## src/rtl/div_share_pkg.sv

```systemverilog
// Shared types and constants for the divider-sharing arbiter.
// FSM encoding, datapath widths and a constant clog2 helper.
package div_share_pkg;

    localparam int DIVIDEND_W = 32;
    localparam int DIVISOR_W  = 32;
    localparam int DOUT_W     = 48;

    // Quotient reported for a divide-by-zero when flagging is enabled
    localparam logic [DOUT_W-1:0] DBZ_DATA = 48'hFFFF_FFFF_FFFF;

    typedef enum logic {
        ST_ARB   = 1'b0,
        ST_ISSUE = 1'b1
    } state_t;

    function automatic int clog2(input int value);
        int r;
        r = 0;
        while ((1 << r) < value) begin
            r = r + 1;
        end
        return r;
    endfunction

endpackage

```

## src/rtl/div_tag_fifo.sv

```systemverilog
// In-order tag FIFO for divides in flight inside the core.
// Combinational read of the head entry; push and pop may share a cycle.
module div_tag_fifo
    import div_share_pkg::*;
#(
    parameter int DEPTH = 8,
    parameter int W     = 2
) (
    input  logic         clk,
    input  logic         rst,
    input  logic         push,
    input  logic [W-1:0] din,
    input  logic         pop,
    output logic [W-1:0] dout,
    output logic         full,
    output logic         empty
);

    localparam int AW = clog2(DEPTH);
    localparam logic [AW:0] FULL_CNT = (AW+1)'(DEPTH);

    logic [W-1:0]  mem [DEPTH];
    logic [AW-1:0] wr_ptr;
    logic [AW-1:0] rd_ptr;
    logic [AW:0]   count;
    logic          do_push;
    logic          do_pop;

    assign full    = (count == FULL_CNT);
    assign empty   = (count == '0);
    assign do_pop  = pop && !empty;
    assign do_push = push && (!full || do_pop);
    assign dout    = mem[rd_ptr];

    // Storage array: contents are only observed while count says valid
    always_ff @(posedge clk) begin
        if (do_push) begin
            mem[wr_ptr] <= din;
        end
    end

    // Pointers wrap naturally because DEPTH is a power of two
    always_ff @(posedge clk or posedge rst) begin
        if (rst) begin
            wr_ptr <= '0;
            rd_ptr <= '0;
        end else begin
            if (do_push) begin
                wr_ptr <= wr_ptr + AW'(1);
            end
            if (do_pop) begin
                rd_ptr <= rd_ptr + AW'(1);
            end
        end
    end

    // Occupancy tracks net pushes minus pops
    always_ff @(posedge clk or posedge rst) begin
        if (rst) begin
            count <= '0;
        end else begin
            unique case ({do_push, do_pop})
                2'b10:   count <= count + (AW+1)'(1);
                2'b01:   count <= count - (AW+1)'(1);
                default: count <= count;
            endcase
        end
    end

endmodule

```

## src/rtl/div_share_arbiter.sv

```systemverilog
// Round-robin sharing of one AXI-Stream divider core among NREQ requesters.
// Optional DIV_DBZ_EN: flag divide-by-zero per op and force an all-ones quotient.
module div_share_arbiter
    import div_share_pkg::*;
#(
    parameter int NREQ    = 4,
    parameter int MAX_OUT = 8,
    parameter int IDW     = 2
) (
    input  logic                       aclk,
    input  logic                       rst,
    input  logic [NREQ-1:0]            req_valid,
    output logic [NREQ-1:0]            req_ready,
    input  logic [NREQ*DIVIDEND_W-1:0] req_dividend,
    input  logic [NREQ*DIVISOR_W-1:0]  req_divisor,
    output logic [NREQ-1:0]            rsp_valid,
    output logic [DOUT_W-1:0]          rsp_data,
    output logic                       rsp_dbz,
    output logic                       err_orphan,
    output logic                       div_dividend_tvalid,
    input  logic                       div_dividend_tready,
    output logic [DIVIDEND_W-1:0]      div_dividend_tdata,
    output logic                       div_divisor_tvalid,
    input  logic                       div_divisor_tready,
    output logic [DIVISOR_W-1:0]       div_divisor_tdata,
    input  logic                       div_dout_tvalid,
    input  logic [DOUT_W-1:0]          div_dout_tdata
);

    localparam int CW = clog2(MAX_OUT) + 1;
    localparam logic [CW-1:0] MAX_CR = CW'(MAX_OUT);
    localparam logic [IDW-1:0] LAST_ID = IDW'(NREQ - 1);
    localparam logic [NREQ-1:0] RSP_ONE = NREQ'(1);
`ifdef DIV_DBZ_EN
    localparam int TW = IDW + 1;
`else
    localparam int TW = IDW;
`endif

    state_t                state;
    state_t                state_nxt;
    logic [IDW-1:0]        rr_ptr;
    logic [IDW-1:0]        win_id;
    logic [IDW-1:0]        cand;
    int                    idx;
    logic                  win_found;
    logic                  grant;
    logic [CW-1:0]         credits;
    logic [DIVIDEND_W-1:0] sel_dvd;
    logic [DIVISOR_W-1:0]  sel_dvs;
    logic [DIVIDEND_W-1:0] dvd_q;
    logic [DIVISOR_W-1:0]  dvs_q;
    logic                  dvd_v;
    logic                  dvs_v;
    logic                  dvd_done;
    logic                  dvs_done;
    logic [TW-1:0]         tag_in;
    logic [TW-1:0]         tag_out;
    logic [IDW-1:0]        rsp_id;
    logic                  fifo_full;
    logic                  fifo_empty;
    logic                  res_pop;
    logic                  orphan;

    assign div_dividend_tvalid = dvd_v;
    assign div_divisor_tvalid  = dvs_v;
    assign div_dividend_tdata  = dvd_q;
    assign div_divisor_tdata   = dvs_q;

    assign dvd_done = !dvd_v || div_dividend_tready;
    assign dvs_done = !dvs_v || div_divisor_tready;

    assign res_pop = div_dout_tvalid && !fifo_empty;
    assign orphan  = div_dout_tvalid && fifo_empty;
    assign rsp_id  = tag_out[IDW-1:0];

    // Winner: first valid requester at or after the rr pointer, wrapping
    always_comb begin
        win_found = 1'b0;
        win_id    = '0;
        cand      = '0;
        idx       = 0;
        for (int k = 0; k < NREQ; k++) begin
            idx = int'(rr_ptr) + k;
            if (idx >= NREQ) begin
                idx = idx - NREQ;
            end
            cand = IDW'(idx);
            if (!win_found && req_valid[cand]) begin
                win_found = 1'b1;
                win_id    = cand;
            end
        end
    end

    // Operand mux for the current winner
    always_comb begin
        sel_dvd = '0;
        sel_dvs = '0;
        for (int i = 0; i < NREQ; i++) begin
            if (win_id == IDW'(i)) begin
                sel_dvd = req_dividend[i*DIVIDEND_W +: DIVIDEND_W];
                sel_dvs = req_divisor[i*DIVISOR_W +: DIVISOR_W];
            end
        end
    end

    // Tag carries the requester id, plus a zero-divisor bit when enabled
    always_comb begin
`ifdef DIV_DBZ_EN
        tag_in = {(sel_dvs == '0), win_id};
`else
        tag_in = win_id;
`endif
    end

    // FSM state register
    always_ff @(posedge aclk or posedge rst) begin
        if (rst) begin
            state <= ST_ARB;
        end else begin
            state <= state_nxt;
        end
    end

    // Next state and grant; no grant while in reset or out of credits
    always_comb begin
        state_nxt = state;
        grant     = 1'b0;
        req_ready = '0;
        unique case (state)
            ST_ARB: begin
                if (!rst && win_found && (credits < MAX_CR)
                    && !fifo_full) begin
                    grant             = 1'b1;
                    req_ready[win_id] = 1'b1;
                    state_nxt         = ST_ISSUE;
                end
            end
            ST_ISSUE: begin
                if (dvd_done && dvs_done) begin
                    state_nxt = ST_ARB;
                end
            end
        endcase
    end

    // Round-robin pointer moves past each winner
    always_ff @(posedge aclk or posedge rst) begin
        if (rst) begin
            rr_ptr <= '0;
        end else if (grant) begin
            rr_ptr <= (win_id == LAST_ID) ? '0 : win_id + IDW'(1);
        end
    end

    // Operand issue: each channel drops tvalid after its own handshake
    always_ff @(posedge aclk or posedge rst) begin
        if (rst) begin
            dvd_v <= 1'b0;
            dvs_v <= 1'b0;
            dvd_q <= '0;
            dvs_q <= '0;
        end else if (grant) begin
            dvd_v <= 1'b1;
            dvs_v <= 1'b1;
            dvd_q <= sel_dvd;
            dvs_q <= sel_dvs;
        end else begin
            if (dvd_v && div_dividend_tready) begin
                dvd_v <= 1'b0;
            end
            if (dvs_v && div_divisor_tready) begin
                dvs_v <= 1'b0;
            end
        end
    end

    // Credits: one per op between grant and returned result
    always_ff @(posedge aclk or posedge rst) begin
        if (rst) begin
            credits <= '0;
        end else if (grant && !res_pop) begin
            credits <= credits + CW'(1);
        end else if (!grant && res_pop) begin
            credits <= credits - CW'(1);
        end
    end

    div_tag_fifo #(
        .DEPTH (MAX_OUT),
        .W     (TW)
    ) u_tag_fifo (
        .clk   (aclk),
        .rst   (rst),
        .push  (grant),
        .din   (tag_in),
        .pop   (res_pop),
        .dout  (tag_out),
        .full  (fifo_full),
        .empty (fifo_empty)
    );

    // Route each core result to the requester at the FIFO head
    always_ff @(posedge aclk or posedge rst) begin
        if (rst) begin
            rsp_valid <= '0;
            rsp_data  <= '0;
        end else begin
            rsp_valid <= '0;
            if (res_pop) begin
                rsp_valid <= RSP_ONE << rsp_id;
`ifdef DIV_DBZ_EN
                rsp_data <= tag_out[IDW] ? DBZ_DATA : div_dout_tdata;
`else
                rsp_data <= div_dout_tdata;
`endif
            end
        end
    end

`ifdef DIV_DBZ_EN
    // Divide-by-zero flag strobes alongside rsp_valid
    always_ff @(posedge aclk or posedge rst) begin
        if (rst) begin
            rsp_dbz <= 1'b0;
        end else begin
            rsp_dbz <= res_pop && tag_out[IDW];
        end
    end
`else
    assign rsp_dbz = 1'b0;
`endif

    // Sticky flag for a core result with nothing outstanding
    always_ff @(posedge aclk or posedge rst) begin
        if (rst) begin
            err_orphan <= 1'b0;
        end else if (orphan) begin
            err_orphan <= 1'b1;
        end
    end

endmodule
```

## config.mk

```make
export PLATFORM = sky130hd
export DESIGN_NAME = div_share_arbiter
export DESIGN_NICKNAME = d
export VERILOG_FILES = /design/src/rtl/div_share_pkg.sv /design/src/rtl/div_tag_fifo.sv /design/src/rtl/div_share_arbiter.sv
export SDC_FILE = /design/constraint.sdc
export NUM_CORES = 1
export LEC_CHECK = 0
export ABC_AREA = 1
export BUFFER_PORTS_ARGS = -buffer_cell sky130_fd_sc_hd__buf_2
export CAP_MARGIN = 20
export CORE_AREA = 2 2 168 170
export DETAILED_ROUTE_END_ITERATION = 6
export DIE_AREA = 0 0 170 172
export GPL_TIMING_DRIVEN = 0
export PLACE_DENSITY_LB_ADDON = 0.2
export REMOVE_ABC_BUFFERS = 1
export SLEW_MARGIN = 20
export SYNTH_ARGS = -nofsm -noshare
export SYNTH_HDL_FRONTEND = slang
export SYNTH_HIERARCHICAL = 1
export SYNTH_SLANG_ARGS = --single-unit
```

## constraint.sdc

```tcl
create_clock -name aclk -period 10.9 [get_ports aclk]
set_clock_uncertainty 0.1 [all_clocks]
set_input_delay 2.18 -clock aclk [delete_from_list [all_inputs] [get_ports aclk]]
set_output_delay 2.18 -clock aclk [all_outputs]
set_load 0.005 [all_outputs]
```

Word-level counts from Yosys, hierarchy flattened
Memories as Yosys holds them, arrays and structs flattened.
Cells that the tools add are included.
Cells by class
  reductions and logical operators: 35
  eq/ne operators: 6
  multiplexer cells: 47
  bitwise gates (word level): 1
  add/subtract/negate cells: 14
  shift-type cells: 1
  magnitude comparators: 11
Operators by type and width (count)
  $mux 32: 8
  $mux 4: 5
  $mux 1: 18
  $mux 2: 9
  $logic_and 1x1->1: 16
  $lt 2x3->1 const B: 5
  $logic_not 1->1: 10
  $ge 3x3->1 const B: 3
  $add 4x1->4 const B: 2
  $bmux 1 s2: 4
  $pmux 4 s2: 1
  $reduce_bool 2->1: 4
  $sub 2x1->2 const B: 4
  $sub 4x1->4 const B: 2
  $add 2x2->3 const B: 2
  $add 3x1->3 const B: 2
  $eq 2x2->1 const B: 3
  $eq 2x1->1 const B: 2
  $eq 4x4->1 const B: 1
  $logic_not 4->1: 1
  $lt 4x4->1 const B: 1
  $shl 1x2->4 const A: 1
  $add 2x1->3 const B: 1
  $ge 2x3->1 const B: 1
  other kinds (7): 9
Storage, ports and cells
  memories: 1
  input port bits: 313
  logic and storage cells: 129
  output and inout bits: 124
  RAM bits: 16
  bits in registers: 136
Memory list
  u_tag_fifo.mem: words 8, bits a word 2, read ports 1, clocked after Yosys merged registers in 0, wr ports 1, line div_tag_fifo.sv:22  | logic [W-1:0] mem [DEPTH];

Depth between registers and ports, before layout
Gate-level depths: netlist (run 1).
  depth after elaboration: 23
  gate-level depth with buffers: 22
  mapped depth without buffers: 20

Modules after synthesis
The synthesis (run 1) kept the hierarchy.
By module, submodules not included
  div_share_arbiter: area an instance 7178.1 um2, seq. area each 3153.0 um2, times used 1, cells each 1045
  div_tag_fifo: area an instance 1282.5 um2, seq. area each 730.7 um2, times used 1, cells each 121

Least setup slack after synthesis (run 1)
OpenSTA, ideal clock, no wires.
  path type: input to output
  from: in req_valid[1]
  to: out req_ready[1]
  data required time: 8.620 ns
  arrival time: 4.101 ns
  cell stages on the path: 13
  slack: 4.519 ns
  buffers on the path: 3
  cells stage by stage: inv_1 > o21ai_0 > nand2_1 > o21ai_1 > nand3b_4 > buf_4 > nand2_1 > inv_1 > ha_1 > clkbuf_1 > clkbuf_1 > inv_1 > nor2_1
On the way
  cells in the longest elaborated chain, start to end: 18
  elaborated cells between the ends (all ways): 32
  those cells by class: order compare: 2; mux: 20; reduce/logical: 10
Ends and longest elaborated chain
  start: declaration: line div_share_arbiter.sv:12  | input logic [NREQ-1:0] req_valid,
  $bmux 1 s2: line div_share_arbiter.sv:89  | if (!win_found && req_valid[cand]) begin
  $mux 1 (not written as such): line div_share_arbiter.sv:89
  $mux 1: line div_share_arbiter.sv:89
  $logic_not 1->1: line div_share_arbiter.sv:89
  $logic_and 1x1->1: line div_share_arbiter.sv:89
  $mux 1: line div_share_arbiter.sv:89
  $logic_not 1->1: line div_share_arbiter.sv:89
  $logic_and 1x1->1: line div_share_arbiter.sv:89
  [3 not listed]
  $mux 2 *: line div_share_arbiter.sv:89
  named net tag_in[0]: line div_share_arbiter.sv:57  | logic [TW-1:0] tag_in;
  $lt 2x3->1 (not written as such) / $ge 2x1->1 (equally long branches): line div_share_arbiter.sv:136  | req_ready[win_id] = 1'b1;
  $logic_and 1x1->1 (not written as such): line div_share_arbiter.sv:136
  $mux 1 (not written as such): line div_share_arbiter.sv:136
  $demux 1 s2 *: line div_share_arbiter.sv:136
  $mux 4 *: line div_share_arbiter.sv:133  | if (!rst && win_found && (credits < MAX_CR)
  $mux 4 *: line div_share_arbiter.sv:131  | unique case (state)
  end: declaration: line div_share_arbiter.sv:13  | output logic [NREQ-1:0] req_ready,
Mark *: on every way through the listed nets, which the timed path passes. The rest lies on a longest branch. The select of a mux whose other input is x is not followed.

Worst setup path after layout (run 1)
Ends and elaborated chain as after synthesis.

==> impl_metrics.toml, run 1 <==
[detailed_routing]
wl_per_cell_um = 14.98
drt-pass1-iter-count = 5
drt_wl_total_mm = 28.69
drc = 0
drtIter0Drc = 326
dr_total_vias = 8844
vias_per_cell = 4.618
drtAntennaViolNets = 0

[timing]
final_hold_viol_count = 0
whs_ps = 362.3
finalSetupViolations = 0
period_share_pct = 68.22
tightest_slew_ps = 910.3
finalMaxSlewViolations = 0
rsz0062_at_grt = "false"
slew_headroom_pct = 39.22
min_period_ps = 7436
clock.fmax_ghz = 0.1345

[worst_setup_path]
cp-end-kind = "output port"
crit_required_ps = 8620
path_class = "primary input to output port"
critical_path.max_fanout = 68
cp.arrival_ps = 5160
setup.worst_path.start_class = "primary input"

[place]
hpwl_mm = 21.26
globalplace.congestion = 0.8220
dp.cells = 1883
portBuffers = 435

[clock_network]
clock-sinks = 152
htree_levels = 4
cts_inserted_buffers = 17
tritoncts = "built"
postCtsSetupRepairBufs = 0
clock_latency_ps = 420
hold_buffers = 0
cts.path.max_buffers = 2
cts-root-buf = "clkbuf_16"
path_clk_slew_ps = 70
cts_resized = 0

[synthesis]
yosysWarnings = 6
syn_inst = 1166
ys_seq_elements = 152
synthesis.area_um2 = 8461
yosysSeqAreaShare_pct = 45.90
synth_cell_types = 37
avgSynthCellArea_um2 = 7.256

[global_routing]
grt_pass1_vias = 8314
grt_util_all_layers_pct = 18.87
antenna_found_initial = 3
overflow = 0
grt_pass1_wl_mm = 43.28
grt_max_degree = 88

[layout]
layout.nets = 1882
drive_above_1_share_pct = 32.31
diodes = 0
area_delta_synth_final_pct = 37.03
finalNonFillerCells = 1915

[pwr]
fin_total_pwr_uw = 4045
p_leak_uw = 0.006378
p_per_area_nw_per_um2 = 348.9
irDropWorstVdd_uv = 341.1

[floorplanning]
fp.dieArea_um2 = 29240
num_rows = 61
die_y_um = 172
pin_count = 437
floorplan.initialDensity_pct = 30.79
core_um2 = 27480
dieWidth_um = 170

[flow_run]
drv_cap = 0

[run_status]
status = "completed"

[worst_hold_path]
hold_path_class = "flip-flop to flip-flop"
[critical path: stages]
cell      delay, ps
buf_2            90
inv_1            50
o21ai_0         310
nand2_1          80
o21ai_1         120
nand3b_4        690
nand2_1         300
inv_1           380
ha_4            320
buf_16          260
inv_1            70
nor2_1          100
buf_2           110
[cell type report]
class | count | area [um2]
fillers | 2917 | 15880
clock buffers | 17 | 425.4
repair buffers | 448 | 2411
flip-flops and latches | 152 | 3884
well taps | 346 | 432.9
multi-input cells | 897 | 4126
clock inverters | 15 | 153.9
inverters | 40 | 160.2
[per-stage QoR]
stage | TNS, ps | instance area (um2) | worst slack, ps | utilization, %
2_1_floorplan | 0 | 8092 | 1229 | -
3_3_place_gp | -190580 | 10700 | -3763 | 38.95
3_5_place_dp | 0 | 11010 | 3397 | 40.09
4_1_cts | 0 | 11590 | 3411 | 42.19
5_1_grt | 0 | 11590 | 3171 | 42.19
6_report | 0 | 11590 | 3464 | 42.19
[path summary, 6_finish.rpt]
path | startpoint | slack (ps) | depth (start not counted) | end
max | req_valid[1] | 3460 | 13 | req_ready[1]
min in group asynchronous | rst | 1670 | 2 | rsp_data[21]$_DFFE_PP0P_
min reg2reg | err_orphan$_DFFE_PP0P_ | 360 | 1 | err_orphan$_DFFE_PP0P_
max in group asynchronous | rst | 8260 | 3 | rsp_data[43]$_DFFE_PP0P_
max reg2reg | rr_ptr[0]$_DFFE_PP0P_ | 5860 | 19 | div_dividend_tdata[3]$_DFFE_PP0P_
min | err_orphan$_DFFE_PP0P_ | 360 | 1 | err_orphan$_DFFE_PP0P_
[layer usage]
layer  part of all wire, %  vias up  global-route usage (%)
met5                 0.038        -                       0
met2                    51      272                   34.96
li1                      -     4535                       -
met4                   1.0        2                   4.274
met1                    41     4015                   21.70
met3                   6.7       20                   5.081
[sequential cells by signal (all words and copies together) (netlist names), 2 cells and up]
register / flops
credits: 4
div_dividend_tdata: 32
div_divisor_tdata: 32
rr_ptr: 2
rsp_data: 48
rsp_valid: 4
u_tag_fifo/count: 4
u_tag_fifo/mem: 16
u_tag_fifo/rd_ptr: 3
u_tag_fifo/wr_ptr: 3
[synthesized netlist by cell type, drive strengths merged]
cell	n	area share, %
edfxtp	16	5.7
clkbuf	52	2.3
nor2	23	1.1
o21ai	144	8.5
nand2	537	24
xor2	6	0.62
nor3b	3	0.27
nand4	1	0.074
nor4	1	0.15
nand3b	2	0.37
mux2	1	0.13
mux2i	2	0.24
xnor2	3	0.31
inv	40	1.8
dfrtp	136	40
nor3	5	0.35
nand3	82	5.0
conb	1	0.044
a21oi	68	4.1
ha	11	1.6
fa	2	0.47
buf	25	2.1
o22ai	3	0.22
a21o	2	0.18
[cell usage in the layout, fill, tap and decap left out, types with 2 or more instances in the layout]
cell and instances:
inv_1 36, clkinvlp_4 2, nor2_1 19, fa_1 2, a21oi_1 67, o21ai_0 140, inv_8 5, dfrtp_1 136
mux2i_1 2, nand2_2 4, nand2_1 529, clkinv_2 2, nor2_4 3, edfxtp_1 16, buf_2 435, inv_6 4
buf_12 3, clkbuf_16 17, xor2_1 6, clkinv_8 3, ha_4 3, inv_2 2, buf_6 3, buf_16 4
nand3_1 80, a21o_1 2, nor3_1 4, o21ai_1 4, nor3b_1 3, xnor2_1 3, nand3_2 2, nand2_4 4
ha_1 8, o22ai_1 3, buf_4 2
[cells by family after synthesis]
kind of cell	synth area share, %
other	0.04432
adders and majority gates	2.100
AOI/OAI and AO/OA	12.98
xor gates and xnor gates	0.9317
DFF	45.90
buffers and inverters	6.137
and+or+nand+nor	31.53
muxes	0.3697
[power breakdown]
group	internal, uW	switching, uW
Sequential	792	123
Clock	306	281
Combinational	926	1620
Total	2020	2020
Power figures use the tool's default switching activity.
==> run 2, diff against run 1 <==
--- a/config.mk
+++ b/config.mk
@@ -8,9 +8,9 @@
 export ABC_AREA = 1
 export BUFFER_PORTS_ARGS = -buffer_cell sky130_fd_sc_hd__buf_2
 export CAP_MARGIN = 20
-export CORE_AREA = 2 2 168 170
+export CORE_AREA = 2 2 170 172
 export DETAILED_ROUTE_END_ITERATION = 6
-export DIE_AREA = 0 0 170 172
+export DIE_AREA = 0 0 172 174
 export GPL_TIMING_DRIVEN = 0
 export PLACE_DENSITY_LB_ADDON = 0.2
 export REMOVE_ABC_BUFFERS = 1
==> constraint.sdc (replaced) <==
create_clock -name aclk -period 7.3 [get_ports aclk]
set_clock_uncertainty 0.1 [all_clocks]
set_input_delay 1.46 -clock aclk [delete_from_list [all_inputs] [get_ports aclk]]
set_output_delay 1.46 -clock aclk [all_outputs]
set_load 0.005 [all_outputs]
==> impl_metrics.toml, run 2 (synthesized netlist as in run 1, its figures left out) <==
[layout]
layout.nets = 1882
largest_register = "rsp_data"
layout_common_cells = "nand2_1 (529), buf_2 (435), o21ai_0 (140)"
area_delta_synth_final_pct = 38.07
drive_above_1_share_pct = 32.25
final_area_um2 = 11680
largest_reg_flops = 48
final_common_cell = "nand2_1"

[floorplanning]
floorplan.initialDensity_pct = 29.96
die_y_um = 174
core_um2 = 28240
fp.dieArea_um2 = 29930
pin_count = 437
dieWidth_um = 172
num_rows = 62

[worst_setup_path]
cpPeakStageDelay_ps = 650
crit_chain = "buf_2 > inv_1 > o21ai_0 > nand2_1 > o21ai_1 > nand3b_4 > nand2_1 > inv_1 > ha_4 > inv_1 > nor2_1 > buf_2"
cp_top_family = "simple AND/OR/NAND/NOR gates"
critPathBufInv = 5
setup.worst_path.start_class = "primary input"
cp-end-kind = "output port"
rr_startpoint = "rr_ptr[0]$_DFFE_PP0P_"
reg2reg_to = "div_divisor_tdata[1]$_DFFE_PP0P_"
crit_required_ps = 5740
ff2ff_setup_slack_ps = 2320
cp.arrival_ps = 4370
cp_common_cell = "inv_1"
critical_path.max_fanout = 68
cpMaxStageDelayCell = "nand3b_4"
ff2ff_path_depth = 19
path_class = "primary input to output port"

[global_routing]
grt_max_degree = 89
grt_pass1_wl_mm = 44.55
overflow = 0
antenna_found_initial = 3
grt_util_all_layers_pct = 18.78
grt_pass1_vias = 8639

[timing]
min_period_ps = 5931
final_hold_viol_count = 0
tightest_slew_ps = 934.6
whs_ps = 355.2
finalSetupTns_ps = 0
clock.fmax_ghz = 0.1686
finalSetupViolations = 0
rsz0062_at_grt = "false"
finalMaxSlewViolations = 0
slew_headroom_pct = 37.60
period_share_pct = 81.24

[clock_network]
cts_resized = 0
path_clk_slew_ps = 60
clock_latency_ps = 410
clock-sinks = 152
cts.path.max_buffers = 2
postCtsSetupRepairBufs = 0
cts_inserted_buffers = 17
tritoncts = "built"
hold_buffers = 0
htree_levels = 4
cts-root-buf = "clkbuf_16"

[place]
globalplace.congestion = 0.7932
placed_area_um2 = 11060
hpwl_mm = 21.40
portBuffers = 435

[worst_hold_path]
hold_end = "err_orphan$_DFFE_PP0P_"
hold_path_class = "flip-flop to flip-flop"
min_path_cells = 1
hold_path.startpoint = "err_orphan$_DFFE_PP0P_"

[pwr]
fin_total_pwr_uw = 6087
p_leak_uw = 0.006390
p_per_area_nw_per_um2 = 521.1
irDropWorstVdd_uv = 347.9

[detailed_routing]
vias_per_cell = 4.548
dr_total_vias = 8896
wl_per_cell_um = 14.62
drt-pass1-iter-count = 6
drtIter0Drc = 411
drc = 0
drtAntennaViolNets = 0
drt_wl_total_mm = 28.59

[flow_run]
drv_cap = 0

[run_status]
status = "completed"
[run 2: power breakdown]
group          internal (uW)  switching, uW
Clock                    508            394
Sequential              1180            183
Combinational           1390           2430
[run 2: final cells by class]
type,count,area (um2)
Fill cell,3049,16560
Multi-Input combinational cell,897,4126
Sequential cell,152,3884
Timing Repair Buffer,448,2416
Tap cell,384,480.5
Clock buffer,19,454.2
Inverter,40,157.7
Clock inverter,13,155.1
Antenna cell,3,7.507
[run 2: worst register-to-register path: cells and delay by family, from the launching register on]
kind	cells	cell delay [ps]
DFF	1	600
adders and majority gates	1	300
AOI/OAI and AO/OA	2	430
and+or+nand+nor	12	2570
buffers and inverters	4	920
[run 2: worst max path at each step]
stage	cells after the start	end	from
finish	12	req_ready[3]	req_valid[1]
global route	12	req_ready[3]	req_valid[1]
CTS	12	req_ready[3]	req_valid[1]
detailed placement	19	div_divisor_tdata[1]$_DFFE_PP0P_	req_valid[1]
global placement	14	u_tag_fifo/count[3]$_DFFE_PP0P_	rst
floorplan	3	req_ready[0]	rst
[run 2: metal layers]
| layer | track usage, % | vias up | wire length [um] |
|---|---|---|---|
| li1 | - | 4549 | - |
| met1 | 21.56 | 4036 | 11530 |
| met2 | 33.72 | 276 | 14340 |
| met3 | 5.578 | 33 | 2147 |
| met4 | 5.007 | 2 | 565 |
| met5 | 0 | - | 13 |
[run 2: through the flow]
step                      instances  worst slack [ps]  utilization [%]
after floorplan                1089            -931.2                -
final                          1956              1369            41.37
after CTS                      1953              1319            41.34
after global placement         1908             -5716            38.07
after detailed placement       1921              1288            39.18
after global routing           1954             791.6            41.35
